$ cat config.mk
export PLATFORM = sky130hd
export DESIGN_NAME = vr_wheel_gen
export DESIGN_NICKNAME = d
export VERILOG_FILES = /design/src/rtl/vr_wheel_gen.sv
export SDC_FILE = /design/constraint.sdc
export NUM_CORES = 1
export LEC_CHECK = 0
export ABC_AREA = 1
export ABC_CLOCK_PERIOD_IN_PS = 3500
export BUFFER_PORTS_ARGS = -buffer_cell sky130_fd_sc_hd__buf_4
export CORE_ASPECT_RATIO = 1.1
export CORE_MARGIN = 2
export CORE_UTILIZATION = 45
export DETAILED_ROUTE_END_ITERATION = 8
export PLACE_DENSITY = 0.65
export REMOVE_ABC_BUFFERS = 1
export SYNTH_ARGS = -nofsm -noshare
export SYNTH_HDL_FRONTEND = slang
export SYNTH_SLANG_ARGS = --single-unit
$ cat constraint.sdc
create_clock -name clk -period 3.5 [get_ports clk]
set_clock_uncertainty 0.15 [all_clocks]
set_input_delay 0.175 -clock clk [delete_from_list [all_inputs] [get_ports clk]]
set_output_delay 0.175 -clock clk [all_outputs]
set_load 0.01 [all_outputs]
$ cat src/rtl/vr_wheel_gen.sv
// Synthetic N-minus-M crank trigger-wheel generator driving a single VR-style line.
// Define VR_WHEEL_GEN_REV_CNT_EN to add the 16-bit rev_cnt revolution counter output.
module vr_wheel_gen #(
    parameter int W  = 16,
    parameter int TW = 8
) (
    input  logic          clk,
    input  logic          rst,
    input  logic          ena,
    input  logic          load,
    input  logic [TW-1:0] teeth_total,
    input  logic [TW-1:0] teeth_missing,
    input  logic [W-1:0]  period,
    input  logic [W-1:0]  high_time,
    output logic          vr_out,
    output logic [TW-1:0] tooth_num,
    output logic          gap,
    output logic          rev_pulse,
    output logic          busy,
    output logic          cfg_err
`ifdef VR_WHEEL_GEN_REV_CNT_EN
   ,output logic [15:0]   rev_cnt
`endif
);

    // state | meaning
    // IDLE  | stopped; active config follows shadow every cycle
    // HIGH  | high part of a real tooth
    // LOW   | low part of a real tooth
    // GAP   | missing-tooth positions
    localparam logic [1:0] S_IDLE = 2'd0;
    localparam logic [1:0] S_HIGH = 2'd1;
    localparam logic [1:0] S_LOW  = 2'd2;
    localparam logic [1:0] S_GAP  = 2'd3;

    logic [TW-1:0] tt_sh_q, tm_sh_q, tt_q, tm_q;
    logic [W-1:0]  per_sh_q, ht_sh_q, per_q, ht_q;
    logic [W-1:0]  per_san, ht_san;
    logic [W-1:0]  phase_q, phase_d;
    logic [TW-1:0] tooth_q, tooth_d, real_last;
    logic [1:0]    state_q, state_d;
    logic          ena_q, sh_valid, copy_d, wrap_d, rev_d;

    always_comb begin
        per_san = (per_sh_q < W'(2)) ? W'(2) : per_sh_q;
        if (ht_sh_q == '0)
            ht_san = W'(1);
        else if (ht_sh_q >= per_san)
            ht_san = per_san - W'(1);
        else
            ht_san = ht_sh_q;
        sh_valid  = (tt_sh_q != '0) && (tm_sh_q < tt_sh_q);
        real_last = tt_q - tm_q - TW'(1);
    end

    always_comb begin
        state_d = state_q;
        phase_d = phase_q;
        tooth_d = tooth_q;
        copy_d  = 1'b0;
        wrap_d  = 1'b0;
        rev_d   = 1'b0;
        case (state_q)
            S_IDLE: begin
                copy_d  = 1'b1;
                phase_d = '0;
                tooth_d = '0;
                if (sh_valid) begin
                    state_d = S_HIGH;
                    rev_d   = 1'b1;
                end
            end
            S_HIGH: begin
                phase_d = phase_q + W'(1);
                if (phase_q == ht_q - W'(1))
                    state_d = S_LOW;
            end
            S_LOW: begin
                if (phase_q == per_q - W'(1)) begin
                    phase_d = '0;
                    if (tooth_q != real_last) begin
                        state_d = S_HIGH;
                        tooth_d = tooth_q + TW'(1);
                    end else if (tm_q != '0) begin
                        state_d = S_GAP;
                        tooth_d = tooth_q + TW'(1);
                    end else begin
                        wrap_d = 1'b1;
                    end
                end else begin
                    phase_d = phase_q + W'(1);
                end
            end
            S_GAP: begin
                if (phase_q == per_q - W'(1)) begin
                    phase_d = '0;
                    if (tooth_q == tt_q - TW'(1))
                        wrap_d = 1'b1;
                    else
                        tooth_d = tooth_q + TW'(1);
                end else begin
                    phase_d = phase_q + W'(1);
                end
            end
            default: state_d = S_IDLE;
        endcase

        // Revolution boundary: take the shadow config, stop cleanly if it is invalid.
        if (wrap_d) begin
            copy_d  = 1'b1;
            rev_d   = sh_valid;
            state_d = sh_valid ? S_HIGH : S_IDLE;
            phase_d = '0;
            tooth_d = '0;
        end

        if (!ena_q) begin
            state_d = S_IDLE;
            phase_d = '0;
            tooth_d = '0;
            rev_d   = 1'b0;
            wrap_d  = 1'b0;
            copy_d  = (state_q == S_IDLE);
        end
    end

    always_ff @(posedge clk or posedge rst) begin
        if (rst) begin
            tt_sh_q  <= '0;
            tm_sh_q  <= '0;
            per_sh_q <= '0;
            ht_sh_q  <= '0;
        end else if (load) begin
            tt_sh_q  <= teeth_total;
            tm_sh_q  <= teeth_missing;
            per_sh_q <= period;
            ht_sh_q  <= high_time;
        end
    end

    always_ff @(posedge clk or posedge rst) begin
        if (rst) begin
            tt_q    <= '0;
            tm_q    <= '0;
            per_q   <= '0;
            ht_q    <= '0;
            cfg_err <= 1'b1;
        end else if (copy_d) begin
            tt_q    <= tt_sh_q;
            tm_q    <= tm_sh_q;
            per_q   <= per_san;
            ht_q    <= ht_san;
            cfg_err <= !sh_valid;
        end
    end

    always_ff @(posedge clk or posedge rst) begin
        if (rst) begin
            ena_q     <= 1'b0;
            state_q   <= S_IDLE;
            phase_q   <= '0;
            tooth_q   <= '0;
            vr_out    <= 1'b0;
            gap       <= 1'b0;
            busy      <= 1'b0;
            rev_pulse <= 1'b0;
        end else begin
            ena_q     <= ena;
            state_q   <= state_d;
            phase_q   <= phase_d;
            tooth_q   <= tooth_d;
            vr_out    <= (state_d == S_HIGH);
            gap       <= (state_d == S_GAP);
            busy      <= (state_d != S_IDLE);
            rev_pulse <= rev_d;
        end
    end

    assign tooth_num = tooth_q;

`ifdef VR_WHEEL_GEN_REV_CNT_EN
    // Only wrap pulses count; the start-up pulse out of IDLE does not.
    always_ff @(posedge clk or posedge rst) begin
        if (rst)
            rev_cnt <= '0;
        else if (wrap_d && rev_d)
            rev_cnt <= rev_cnt + 16'd1;
    end
`endif

endmodule

# Word-level counts from Yosys, hierarchy flattened
# Index checks and enable logic that the tools add are counted.
[word_totals]
reg_bits = 128
in_bits = 52
out_inout_bits = 13
[op_classes]
n_reduce_logical = 9
order_cmp = 3
n_addsub = 8
mux = 37
eq_ne = 14
[op_table]
columns = ["op", "count"]
rows = [
  ["$mux 16", 6],
  ["$mux 8", 7],
  ["$pmux 16 s3", 1],
  ["$sub 16x1->16 const B", 3],
  ["$eq 16x16->1", 2],
  ["$pmux 8 s3", 1],
  ["$add 16x1->16 const B", 1],
  ["$ge 16x16->1", 1],
  ["$logic_not 16->1", 1],
  ["$lt 16x2->1 const B", 1],
  ["$reduce_bool 8->1", 2],
  ["$sub 8x1->8 const B", 2],
  ["$mux 2", 7],
  ["$mux 1", 13],
  ["$ne 4x4->1 const B", 3],
  ["$add 8x1->8 const B", 1],
  ["$eq 8x8->1", 1],
  ["$lt 8x8->1", 1],
  ["$ne 8x8->1", 1],
  ["$sub 8x8->8", 1],
  ["$eq 2x2->1 const B", 3],
  ["$pmux 2 s3", 1],
  ["$ne 5x1->1 const B", 1],
  ["$ne 5x5->1 const B", 1],
  ["8 further kinds", 9],
]

# Depth between registers and ports, before layout
# Gate-level depths: netlist of run 1.
[logic_depth]
ltp_word = 9
depth_mapped = 22

# Worst setup path before layout of run 1
# OpenSTA, ideal clock, no wires.
[synth_timing]
path_type = "flip-flop to flip-flop"
from = "register tt_q[0]"
to = "register ht_q[0]"
t_arrival_ns = 2.561
path_stages_with_launch = 18
setup_slack_ns = 0.673
setup_time_ns = 0.117
path_buffers = 3
path_cell_list = "dfrtp_1 -> ha_1 -> fa_1 -> xor2_1 -> nand2_1 -> nand2_1 -> nor2_1 -> nand2_1 -> nor2_1 -> nand3_1 -> nand2_1 -> nand4_2 -> or2_1 -> buf_6 -> buf_6 -> buf_6 -> nand3_1 -> nand2_1"
[synth_via]
elab_chain_len = 8
elab_cells_between_ends = 12
[synth_lines]
columns = ["element", "line", "source"]
rows = [
  ["start: declaration", "36", "logic [TW-1:0] tt_sh_q, tm_sh_q, tt_q, tm_q;"],
  ["start signal: assignment", "149", "tt_q <= tt_sh_q;"],
  ["$sub 8x8->8", "53", "real_last = tt_q - tm_q - TW'(1);"],
  ["$sub 8x1->8", "53", ""],
  ["$ne 8x8->1", "81", "if (tooth_q != real_last) begin"],
  ["$mux 1", "81", ""],
  ["$mux 1", "79", "if (phase_q == per_q - W'(1)) begin"],
  ["$pmux 1 s2 (*)", "63", "case (state_q)"],
  ["$mux 1 (*)", "109", "if (wrap_d) begin"],
  ["$mux 1 (*)", "117", "if (!ena_q) begin"],
  ["end signal: assignment", "152", "ht_q <= ht_san;"],
  ["end: declaration", "37", "logic [W-1:0] per_sh_q, ht_sh_q, per_q, ht_q;"],
]
# Every way passes the cells marked *; elsewhere a longest branch is shown, timed or not.
# A chain may end at the register's enable or synchronous reset.

# Worst setup path in the final report of run 1
[layout_timing]
from = "register tt_q[0]"
to = "register ht_q[7]"
# Same word-level chain as after synthesis.

==> results of run 1 <==
[stage by stage]
stage / setup TNS (ns) / power, mW / instances / cell area (um^2) / setup WS, ns
after detailed placement: 0 / 3.982 / 1523 / 9326 / 0.3700
final: 0 / 5.896 / 1605 / 10460 / 0.3344
after global placement: 0 / 3.942 / 1523 / 9326 / 0.4393
after CTS: 0 / 5.914 / 1605 / 10450 / 0.3448
after floorplan: -29.97 / 3.433 / 1203 / 8454 / -0.2360
after global routing: 0 / 6.338 / 1605 / 10460 / 0.06498
[cell type report]
cell class	instances	area [um^2]	share of cell area (%)
Timing Repair Buffer	123	1061	10.15
Multi-Input combinational cell	910	4637	44.35
Sequential cell	128	3204	30.65
Clock inverter	14	182.7	1.747
Inverter	165	621.8	5.948
Clock buffer	18	439.2	4.201
Tap cell	247	309.0	2.956
[sequential cells by signal, summed over array words and instances (netlist names)]
signal / flops
ht_q: 16
ht_sh_q: 16
per_q: 16
per_sh_q: 16
phase_q: 16
tm_q: 8
tm_sh_q: 8
tooth_num: 8
tt_q: 8
tt_sh_q: 8
state_q: 2
busy: 1
cfg_err: 1
ena_q: 1
gap: 1
rev_pulse: 1
vr_out: 1
[how the worst max path moves through the flow]
stage / from / endpoint / slack (ns) / cells after the start
after floorplan: rst / busy$_DFF_PP0_ / -0.24 / 1
after global placement: tt_q[0]$_DFFE_PP0P_ / ht_q[12]$_DFFE_PP0P_ / 0.44 / 15
after detailed placement: tt_q[0]$_DFFE_PP0P_ / ht_q[7]$_DFFE_PP0P_ / 0.37 / 15
after CTS: tt_q[0]$_DFFE_PP0P_ / ht_q[7]$_DFFE_PP0P_ / 0.34 / 15
after global routing: per_sh_q[9]$_DFFE_PP0P_ / ht_q[14]$_DFFE_PP0P_ / 0.06 / 17
final: tt_q[0]$_DFFE_PP0P_ / ht_q[7]$_DFFE_PP0P_ / 0.33 / 15
[metal layers]
metal	vias up	part of all wire [%]
met2	159	47
met4	0	1.6
met3	30	3.3
met5	-	0
met1	3675	48
li1	4161	-
[cell families (layout without fill, tap and decap cells)]
kind of cell             after synthesis  after routing  synth area share, %
AO/OA/AOI/OAI                        116            116                7.144
flip-flops                           128            128                37.11
adder cells (fa/ha/maj)               37             37                5.448
AND/OR/NAND/NOR                      690            690                34.01
XOR/XNOR                              59             59                5.985
multiplexers                           8              8                1.043
buffers and inverters                201            320                9.259
[report_power, final]
part / switching, mW / leakage, nW / total [mW] / internal [mW]
Combinational: 1.23 / 3.49 / 2.02 / 0.782
Clock: 0.730 / 0.299 / 1.88 / 1.15
Sequential: 0.285 / 1.60 / 2.00 / 1.72
[layout by cell type, fill, tap and decap left out, types with 4 or more instances in the layout]
master	netlist	layout
clkinv_4	0	5
nor2_1	122	122
a31oi_1	4	4
nand3b_1	8	8
buf_4	0	72
nand2_1	373	373
o22ai_1	7	7
ha_1	36	36
dlygate4sd3_1	0	50
a21oi_1	32	32
nand4_1	20	20
nand3_1	123	123
nor4_1	6	5
mux2_2	8	8
or2_2	8	8
xor2_1	43	43
inv_1	162	161
nor3_1	15	15
nor2_2	5	5
xnor2_1	16	16
dfrtp_1	127	127
o21ai_0	65	65
clkbuf_16	0	17
[worst min-delay path: stages]
cell,delay [ns]
buf_4,0.32
nand2_1,0.12
o21ai_0,0.06
[timing repair]
item,in CTS,in global routing
resized for setup,0,1
hold endpoints to repair,93,0
endpoints found under the setup margin,0,1
hold buffers,50,0
==> flow_metrics.env, run 1 <==
export IMPL_die_area_mm2=0.02031
export IMPL_clk_pin_slew_ns=0.07
export IMPL_firstDrtPassIters=5
export IMPL_netlist_instances=1239
export IMPL_grt_util_met1_pct=32.09
export IMPL_clockRootBuffer="clkbuf_16"
export IMPL_avgSynthCellArea_um2=6.969
export IMPL_ff2ff_path_depth=15
export IMPL_cp_common_cell="nand2_1"
export IMPL_crit_buf_inv=0
export IMPL_ys_warn_count=0
export IMPL_num_rows=53
export IMPL_grt_pass1_wl_um=36980
export IMPL_power_density_mw_per_mm2=563.9
export IMPL_status="completed"
export IMPL_clkLatencyLatePin_ns=0.43
export IMPL_diodes=0
export IMPL_hold_class="in2reg"
export IMPL_min_delay_start="load"
export IMPL_die_x_um=136.1
export IMPL_synth_flop_cell="dfrtp_1"
export IMPL_fmax_ghz=0.3159
export IMPL_cts_tree="yes"
export IMPL_io_buffers=64
export IMPL_grt_max_degree=89
export IMPL_grt_pass1_vias=7484
export IMPL_worstPathRequired_ns=3.71
export IMPL_wl_per_cell_um=13.75
export IMPL_drt_iter0_drc=579
export IMPL_syn_area_mm2=0.008635
export IMPL_yosysSeqAreaShare_pct=37.11
export IMPL_worstMarginPinSlew_ns=0.7219
export IMPL_antenna_left=0
export IMPL_slew_headroom_pct=51.87
export IMPL_fill_cells=1852
export IMPL_holdPathStages=3
export IMPL_overflow=0
export IMPL_synth_most_common_cell="nand2_1"
export IMPL_cts_buffer_depth=2
export IMPL_cp_arrival_ns=3.38
export IMPL_use_met2_pct=36.78
export IMPL_path_class="reg2reg"
export IMPL_cp_start_kind="flop"
export IMPL_netlist_top_cells_count="nand2_1 (373), inv_1 (162), dfrtp_1 (127)"
export IMPL_worstPathCellList="ha_1 > fa_1 > xor2_1 > nand2_1 > nand2_1 > nor2_1 > nand2_1 > nor2_1 > nand3_1 > nand2_1 > nand4_2 > or2_1 > nand2_4 > nand2_1 > nand2_1"
export IMPL_grt_setup_unrepaired="false"
export IMPL_htree_levels=4
export IMPL_cts_buffers_inserted=17
export IMPL_die_height_um=149.3
export IMPL_ios=65
export IMPL_worst_hold_slack_ns=0.1539
export IMPL_netlist_top_cells_area="dfrtp_1 (37%), nand2_1 (16%), nand3_1 (7.1%), inv_1 (7.0%), nor2_1 (5.3%)"
export IMPL_fin_nets=1434
export IMPL_crit_path_max_incr_delay_ns=0.45
export IMPL_gp_congestion=0.8961
export IMPL_area_growth_pct=21.08
export IMPL_fin_util_pct=55.13
export IMPL_antenna_found_initial=0
export IMPL_cp_slowest_cell="fa_1"
export IMPL_drt_wl_total_um=22070
export IMPL_met3_usage_pct=3.772
export IMPL_synth_edf_count=0
export IMPL_drc_errors=0
export IMPL_async_reset_ff_share_pct=100.0
export IMPL_dp_hpwl_um=16200
export IMPL_slew_viol_final=0
export IMPL_crit_family="simple AND/OR/NAND/NOR gates"
export IMPL_maxCapViolations=0
export IMPL_core_area_mm2=0.01897
export IMPL_yosys_area_top_type="dfrtp_1"
export IMPL_hold_viol=0
export IMPL_timing_rr_end="ht_q[7]$_DFFE_PP0P_"
export IMPL_busiest_layer="met2"
export IMPL_dr_total_vias=8025
export IMPL_start_util_pct=45.53
export IMPL_fin_crit_sh_pct=90.45
export IMPL_cts_setup_buffers=0
export IMPL_cp_max_fo=49
export IMPL_setup_violations=0
export IMPL_viasPerCell=5.000
export IMPL_crit_path_end_kind="flop"
export IMPL_drive_above_1_share_pct=10.16
export IMPL_r2r_setup_slack_ns=0.33
export IMPL_period_needed_ns=3.166
export IMPL_cts_sinks=128
export IMPL_ir_drop_mv=0.3703
export IMPL_leakage_nw=5.385
export IMPL_synth_seq_cells=128
export IMPL_whs_endpoint="ht_sh_q[8]$_DFFE_PP0P_"
export IMPL_r2r_start="tt_q[0]$_DFFE_PP0P_"
export IMPL_synth_distinct_cells=40
export IMPL_yosysTopAreaCellShare_pct=36.81
export IMPL_grtUsageTotal_pct=22.96
Power figures use the tool's default switching activity.
==> run 2: changes to the inputs <==
--- a/config.mk
+++ b/config.mk
@@ -5,7 +5,6 @@
 export SDC_FILE = /design/constraint.sdc
 export NUM_CORES = 1
 export LEC_CHECK = 0
-export ABC_AREA = 1
 export ABC_CLOCK_PERIOD_IN_PS = 3500
 export BUFFER_PORTS_ARGS = -buffer_cell sky130_fd_sc_hd__buf_4
 export CORE_ASPECT_RATIO = 1.1
==> flow_metrics.env, run 2 <==
export IMPL_cp_max_fo=8
export IMPL_period_needed_ns=3.459
export IMPL_dp_hpwl_um=14720
export IMPL_stdcell_area_mm2=0.01078
export IMPL_yosys_area_share_simple_pct=16.10
export IMPL_synth_edf_count=0
export IMPL_dr_total_vias=7041
export IMPL_num_rows=51
export IMPL_muxShareOfSynthArea_pct=8.966
export IMPL_timing_rr_end="ht_q[0]$_DFFE_PP0P_"
export IMPL_synth_distinct_cells=71
export IMPL_yosysSeqAreaShare_pct=39.18
export IMPL_htree_levels=4
export IMPL_area_growth_pct=31.76
export IMPL_path_class="reg2reg"
export IMPL_synthAdderAreaFrac_pct=5.753
export IMPL_worstMarginPinSlew_ns=0.8136
export IMPL_synth_seq_cells=128
export IMPL_core_area_mm2=0.01774
export IMPL_slew_viol_final=0
export IMPL_drive_above_1_share_pct=24.30
export IMPL_setup_violations=0
export IMPL_timing_critical_path_depth=15
export IMPL_drt_iter0_drc=565
export IMPL_die_height_um=145.4
export IMPL_grt_pass1_vias=6859
export IMPL_cp_start_kind="flop"
export IMPL_synth_most_common_cell="dfrtp_1"
export IMPL_netlist_top_cells_count="dfrtp_1 (127), inv_1 (70), nand2_1 (66)"
export IMPL_fill_cells=1512
export IMPL_wl_per_cell_um=16.64
export IMPL_syn_area_mm2=0.008178
export IMPL_hold_viol=0
export IMPL_antenna_found_initial=0
export IMPL_ys_warn_count=0
export IMPL_dpl_cell_area_mm2=0.009316
export IMPL_cp_common_cell="a21o_1"
export IMPL_leakage_nw=4.973
export IMPL_diodes=0
export IMPL_synth_xor_area_share_pct=8.889
export IMPL_netlist_instances=856
export IMPL_holdPathStages=3
export IMPL_final_cell_mix="buf_4 (130), dfrtp_1 (127), inv_1 (69)"
export IMPL_yosysTopAreaCellShare_pct=38.86
export IMPL_synth_top_family_by_area="simple AND/OR/NAND/NOR gates"
export IMPL_ios=65
export IMPL_die_x_um=132.5
export IMPL_clkLatencyLatePin_ns=0.43
export IMPL_firstDrtPassIters=5
export IMPL_cp_arrival_ns=3.58
export IMPL_fmax_ghz=0.2891
export IMPL_cts_sinks=128
export IMPL_start_util_pct=46.10
export IMPL_slew_headroom_pct=45.76
export IMPL_async_reset_ff_share_pct=100.0
export IMPL_fin_util_pct=60.74
export IMPL_yosys_area_top_type="dfrtp_1"
export IMPL_worstPathRequired_ns=3.62
export IMPL_synth_flop_cell="dfrtp_1"
export IMPL_r2r_start="per_sh_q[10]$_DFFE_PP0P_"
export IMPL_power_density_mw_per_mm2=656.2
export IMPL_cts_tree="yes"
export IMPL_gp_congestion=0.8738
export IMPL_worstPathCellList="nor4_2 > buf_4 > nand4_1 > o21ai_2 > inv_1 > ha_1 > nand2b_4 > a21o_1 > a21o_1 > a211o_1 > a311oi_2 > o21a_2 > buf_12 > mux2i_2 > a31oi_1"
export IMPL_synth_compound_area_share_pct=15.33
export IMPL_cts_buffers_inserted=17
export IMPL_min_delay_start="load"
export IMPL_drt_wl_total_um=21280
export IMPL_grtUsageTotal_pct=21.97
export IMPL_avgSynthCellArea_um2=9.554
export IMPL_layout_commonest_cell="buf_4"
export IMPL_cp_slowest_cell="dfrtp_1"
export IMPL_status="completed"
export IMPL_io_buffers=64
export IMPL_crit_path_end_kind="flop"
export IMPL_whs_endpoint="tt_sh_q[3]$_DFFE_PP0P_"
export IMPL_antenna_left=0
export IMPL_netlist_top_cells_area="dfrtp_1 (39%), xnor2_1 (5.7%), ha_1 (5.5%), mux2_2 (4.1%), inv_1 (3.2%)"
export IMPL_hold_class="in2reg"
export IMPL_die_area_mm2=0.01927
export IMPL_setup_tns_ns=0
export IMPL_ff2ff_path_depth=15
export IMPL_cts_buffer_depth=2
export IMPL_grt_pass1_wl_um=34240
export IMPL_fin_crit_sh_pct=98.82
export IMPL_clk_pin_slew_ns=0.06
export IMPL_overflow=0
export IMPL_crit_path_max_incr_delay_ns=0.40
export IMPL_viasPerCell=5.505
export IMPL_clockRootBuffer="clkbuf_16"
export IMPL_drc_errors=0
export IMPL_grt_max_degree=85
export IMPL_crit_family="compound AO/OA/AOI/OAI gates"
export IMPL_grt_setup_unrepaired="true"
export IMPL_r2r_setup_slack_ns=0.04
export IMPL_ir_drop_mv=0.4051
export IMPL_crit_buf_inv=3
export IMPL_fin_nets=1117
export IMPL_maxCapViolations=0
run 2: cell types whose count changed after synthesis, moves of 13 or more:
| cell | change |
|---|---|
| xor2_1 | -13 |
| o21ai_0 | -14 |
| inv_1 | -92 |
| a21o_1 | +14 |
| mux2_4 | +13 |
| xnor2_1 | +37 |
| o211ai_1 | +31 |
| nand3_1 | -94 |
| nor2_1 | -79 |
| and3_1 | +13 |
| nand2_1 | -307 |
| mux2_2 | +22 |
| mux2i_1 | +20 |
| nor4_1 | +21 |
run 2: how the worst max path moves through the flow:
stage               slack (ns)                      from                   end
floorplan                -1.24   per_sh_q[7]$_DFFE_PP0P_   ht_q[0]$_DFFE_PP0P_
global placement         -0.09   per_sh_q[4]$_DFFE_PP0P_  ht_q[15]$_DFFE_PP0P_
detailed placement       -0.17   per_sh_q[4]$_DFFE_PP0P_  ht_q[15]$_DFFE_PP0P_
CTS                      0.003  per_sh_q[11]$_DFFE_PP0P_  ht_q[15]$_DFFE_PP0P_
global route             -0.14  per_sh_q[10]$_DFFE_PP0P_   ht_q[0]$_DFFE_PP0P_
finish                    0.04  per_sh_q[10]$_DFFE_PP0P_   ht_q[0]$_DFFE_PP0P_
run 2: cell type report:
class | instances | area [um^2] | share of cell area (%)
inverter | 70 | 265.3 | 2.462
multi-input combinational | 618 | 4674 | 43.38
sequential | 128 | 3204 | 29.74
timing repair buffer | 193 | 1717 | 15.93
clock buffer | 18 | 439.2 | 4.076
clock inverter | 14 | 177.7 | 1.649
tap | 238 | 297.8 | 2.764
run 2: worst register-to-register path: cells and delay by family (launching register included):
kind / cells / cell delay, ns
adders and majority gates: 1 / 0.27
muxes: 1 / 0.21
DFF: 1 / 0.40
and+or+nand+nor: 3 / 0.54
AOI/OAI and AO/OA: 7 / 1.36
buffers and inverters: 3 / 0.37
run 2: cells by family after synthesis:
logic type,Yosys count
fa+ha+maj,37
simple gates,254
mux,63
xor+xnor,83
flops,128
buf+inv,110
compound gates,181
run 2: per-layer routing:
layer  track usage [%]  share of wire, %
met1             29.88                47
met2             35.80                48
met3             3.344               3.0
met4             7.634               1.8
met5                 0                 0
run 2: report_power, final:
group          internal, mW  leakage, nW  switching (mW)  total (mW)
Sequential             1.80         1.58           0.398        2.20
Clock                  1.15        0.290           0.724        1.87
Combinational          1.56         3.10            1.44        3.00
Total                  4.51         4.97            2.56        7.07
run 2: what timing repair did:
action / CTS / global route
cloned: 0 / 4
hold buffers: 50 / 0
buffers inserted: 0 / 6
gates resized for setup: 3 / 42
endpoints found under the setup margin: 23 / 50
endpoints found under the hold margin: 113 / 0
pin swaps: 2 / 31
run 2: metrics by stage:
| stage | total power, mW | worst slack, ns | instances | hold slack [ns] |
|---|---|---|---|---|
| 2_1_floorplan | 3.927 | -1.242 | 816 | 0.05643 |
| 3_3_place_gp | 4.747 | -0.08958 | 1187 | 0.1561 |
| 3_5_place_dp | 4.804 | -0.1707 | 1187 | 0.1568 |
| 4_1_cts | 6.746 | 0.003491 | 1269 | 0.1627 |
| 5_1_grt | 7.510 | -0.1369 | 1279 | 0.2261 |
| 6_report | 7.070 | 0.04129 | 1279 | 0.1471 |
==> run 3: changes to the inputs <==
--- a/config.mk
+++ b/config.mk
@@ -6,13 +6,14 @@
 export NUM_CORES = 1
 export LEC_CHECK = 0
 export ABC_CLOCK_PERIOD_IN_PS = 3500
-export BUFFER_PORTS_ARGS = -buffer_cell sky130_fd_sc_hd__buf_4
 export CORE_ASPECT_RATIO = 1.1
 export CORE_MARGIN = 2
 export CORE_UTILIZATION = 45
 export DETAILED_ROUTE_END_ITERATION = 8
-export PLACE_DENSITY = 0.65
+export DONT_BUFFER_PORTS = 1
+export PLACE_DENSITY = 0.62
 export REMOVE_ABC_BUFFERS = 1
 export SYNTH_ARGS = -nofsm -noshare
 export SYNTH_HDL_FRONTEND = slang
 export SYNTH_SLANG_ARGS = --single-unit
+export TNS_END_PERCENT = 30
==> flow_metrics.env, run 3 (synthesized netlist as in run 2, its figures left out) <==
export IMPL_status="finished, violations left"
export IMPL_violations="negative setup slack"
export IMPL_fin_nets=1106
export IMPL_drc_errors=0
export IMPL_cts_tree="yes"
export IMPL_core_area_mm2=0.01774
export IMPL_clk_pin_slew_ns=0.07
export IMPL_slew_headroom_pct=34.64
export IMPL_ios=65
export IMPL_setup_tns_ns=-0.06589
export IMPL_die_area_mm2=0.01927
export IMPL_start_util_pct=46.10
export IMPL_grt_pass1_vias=6962
export IMPL_holdPathStages=2
export IMPL_dp_hpwl_um=14810
export IMPL_io_buffers=0
export IMPL_cts_sinks=128
export IMPL_clockRootBuffer="clkbuf_16"
export IMPL_grt_setup_unrepaired="true"
export IMPL_clkLatencyLatePin_ns=0.43
export IMPL_cp_max_fo=9
export IMPL_antenna_found_initial=0
export IMPL_whs_endpoint="per_sh_q[15]$_DFFE_PP0P_"
export IMPL_grt_max_degree=85
export IMPL_pre_cts_ws_ns=-0.1595
export IMPL_grt_pass1_wl_um=35130
export IMPL_cp_arrival_ns=3.68
export IMPL_worstMarginPinSlew_ns=0.9739
export IMPL_num_rows=51
export IMPL_timing_rr_end="tt_q[6]$_DFFE_PP0P_"
export IMPL_seqCellArea_mm2=0.003204
export IMPL_die_height_um=145.4
export IMPL_multi_input_area_mm2=0.004612
export IMPL_setup_ws_ns=-0.01422
export IMPL_viasPerCell=5.564
export IMPL_hold_class="in2reg"
export IMPL_grtUsageTotal_pct=22.72
export IMPL_ir_drop_mv=0.3933
export IMPL_power_density_mw_per_mm2=658.2
export IMPL_min_delay_start="load"
export IMPL_cp_start_kind="flop"
export IMPL_overflow=0
export IMPL_wl_per_cell_um=17.26
export IMPL_crit_path_end_kind="flop"
export IMPL_fill_cells=1499
export IMPL_diodes=0
export IMPL_antenna_left=0
export IMPL_area_growth_pct=31.29
export IMPL_fmax_ghz=0.2846
export IMPL_drt_iter0_drc=453
export IMPL_r2r_start="per_q[9]$_DFFE_PP0P_"
export IMPL_slew_viol_final=0
export IMPL_ff2ff_path_depth=11
export IMPL_cts_buffers_inserted=17
export IMPL_gp_congestion=0.8573
export IMPL_htree_levels=4
export IMPL_period_needed_ns=3.514
export IMPL_fin_crit_sh_pct=100.4
export IMPL_dr_total_vias=7055
export IMPL_cts_buffer_depth=2
export IMPL_drive_above_1_share_pct=19.22
export IMPL_p_total_mw=7.067
export IMPL_hold_viol=0
export IMPL_maxCapViolations=0
export IMPL_worstPathRequired_ns=3.66
export IMPL_layout_commonest_cell="dfrtp_1"
export IMPL_setup_violations=7
export IMPL_final_cell_mix="dfrtp_1 (127), dlygate4sd3_1 (89), buf_4 (78)"
export IMPL_leakage_nw=4.797
export IMPL_firstDrtPassIters=5
export IMPL_drt_wl_total_um=21880
export IMPL_r2r_setup_slack_ns=-0.01
export IMPL_path_class="reg2reg"
export IMPL_die_x_um=132.5
-- run 3: stage by stage --
step,utilization (%),cell area (um^2),hold slack (ns),instances
final,60.52,10740,0.02110,1268
after global routing,60.52,10740,0.02758,1268
after CTS,58.91,10450,0.001342,1254
after detailed placement,50.01,8871,0.04517,1129
after global placement,50.01,8871,0.04741,1129
after floorplan,-,7968,0.05643,816
-- run 3: what timing repair did --
item	4_1_cts	5_1_grt
resized for setup	5	30
cloned	0	3
endpoints found under the hold margin	123	0
endpoints found under the setup margin	45	70
buffers inserted	3	11
hold buffers	90	0
pin swaps	4	20
-- run 3: where the power goes --
group          switching, mW  internal (mW)  total [mW]
Clock                  0.734           1.15        1.89
Combinational           1.43           1.55        2.99
Sequential             0.390           1.80        2.19
Total                   2.56           4.51        7.07
-- run 3: area by class of cell --
type	count	share of cell area [%]
inverter	70	2.494
clock buffer	19	4.125
tap	238	2.774
timing repair buffer	182	16.18
clock inverter	13	1.632
sequential	128	29.85
multi-input combinational	618	42.96
-- run 3: worst max path at each step --
stage	startpoint	end	slack, ns	depth (start not counted)
after floorplan	per_sh_q[7]$_DFFE_PP0P_	ht_q[0]$_DFFE_PP0P_	-1.24	13
after global placement	per_sh_q[4]$_DFFE_PP0P_	ht_q[13]$_DFFE_PP0P_	-0.15	15
after detailed placement	per_sh_q[4]$_DFFE_PP0P_	ht_q[13]$_DFFE_PP0P_	-0.16	15
after CTS	per_sh_q[11]$_DFFE_PP0P_	ht_q[13]$_DFFE_PP0P_	0.005	15
after global routing	per_q[9]$_DFFE_PP0P_	tm_q[3]$_DFFE_PP0P_	-0.09	11
final	per_q[9]$_DFFE_PP0P_	tt_q[6]$_DFFE_PP0P_	-0.01	11
-- run 3: metal layers --
metal	global-route usage (%)	part of all wire [%]	vias to the layer above
met3	3.866	4.8	49
li1	-	-	3392
met4	9.624	3.0	0
met5	0	0	-
met1	29.83	44	3405
met2	37.18	48	209
-- run 3: critical path: stages (launching register included) --
cell and delay, ns:
dfrtp_1 0.39, or4_4 0.54, or4_4 0.45, a211oi_4 0.29, o2111ai_2 0.15, buf_4 0.18
a2111oi_4 0.23, a31o_1 0.23, a21o_4 0.17, buf_4 0.13, clkbuf_16 0.15, mux2_2 0.32
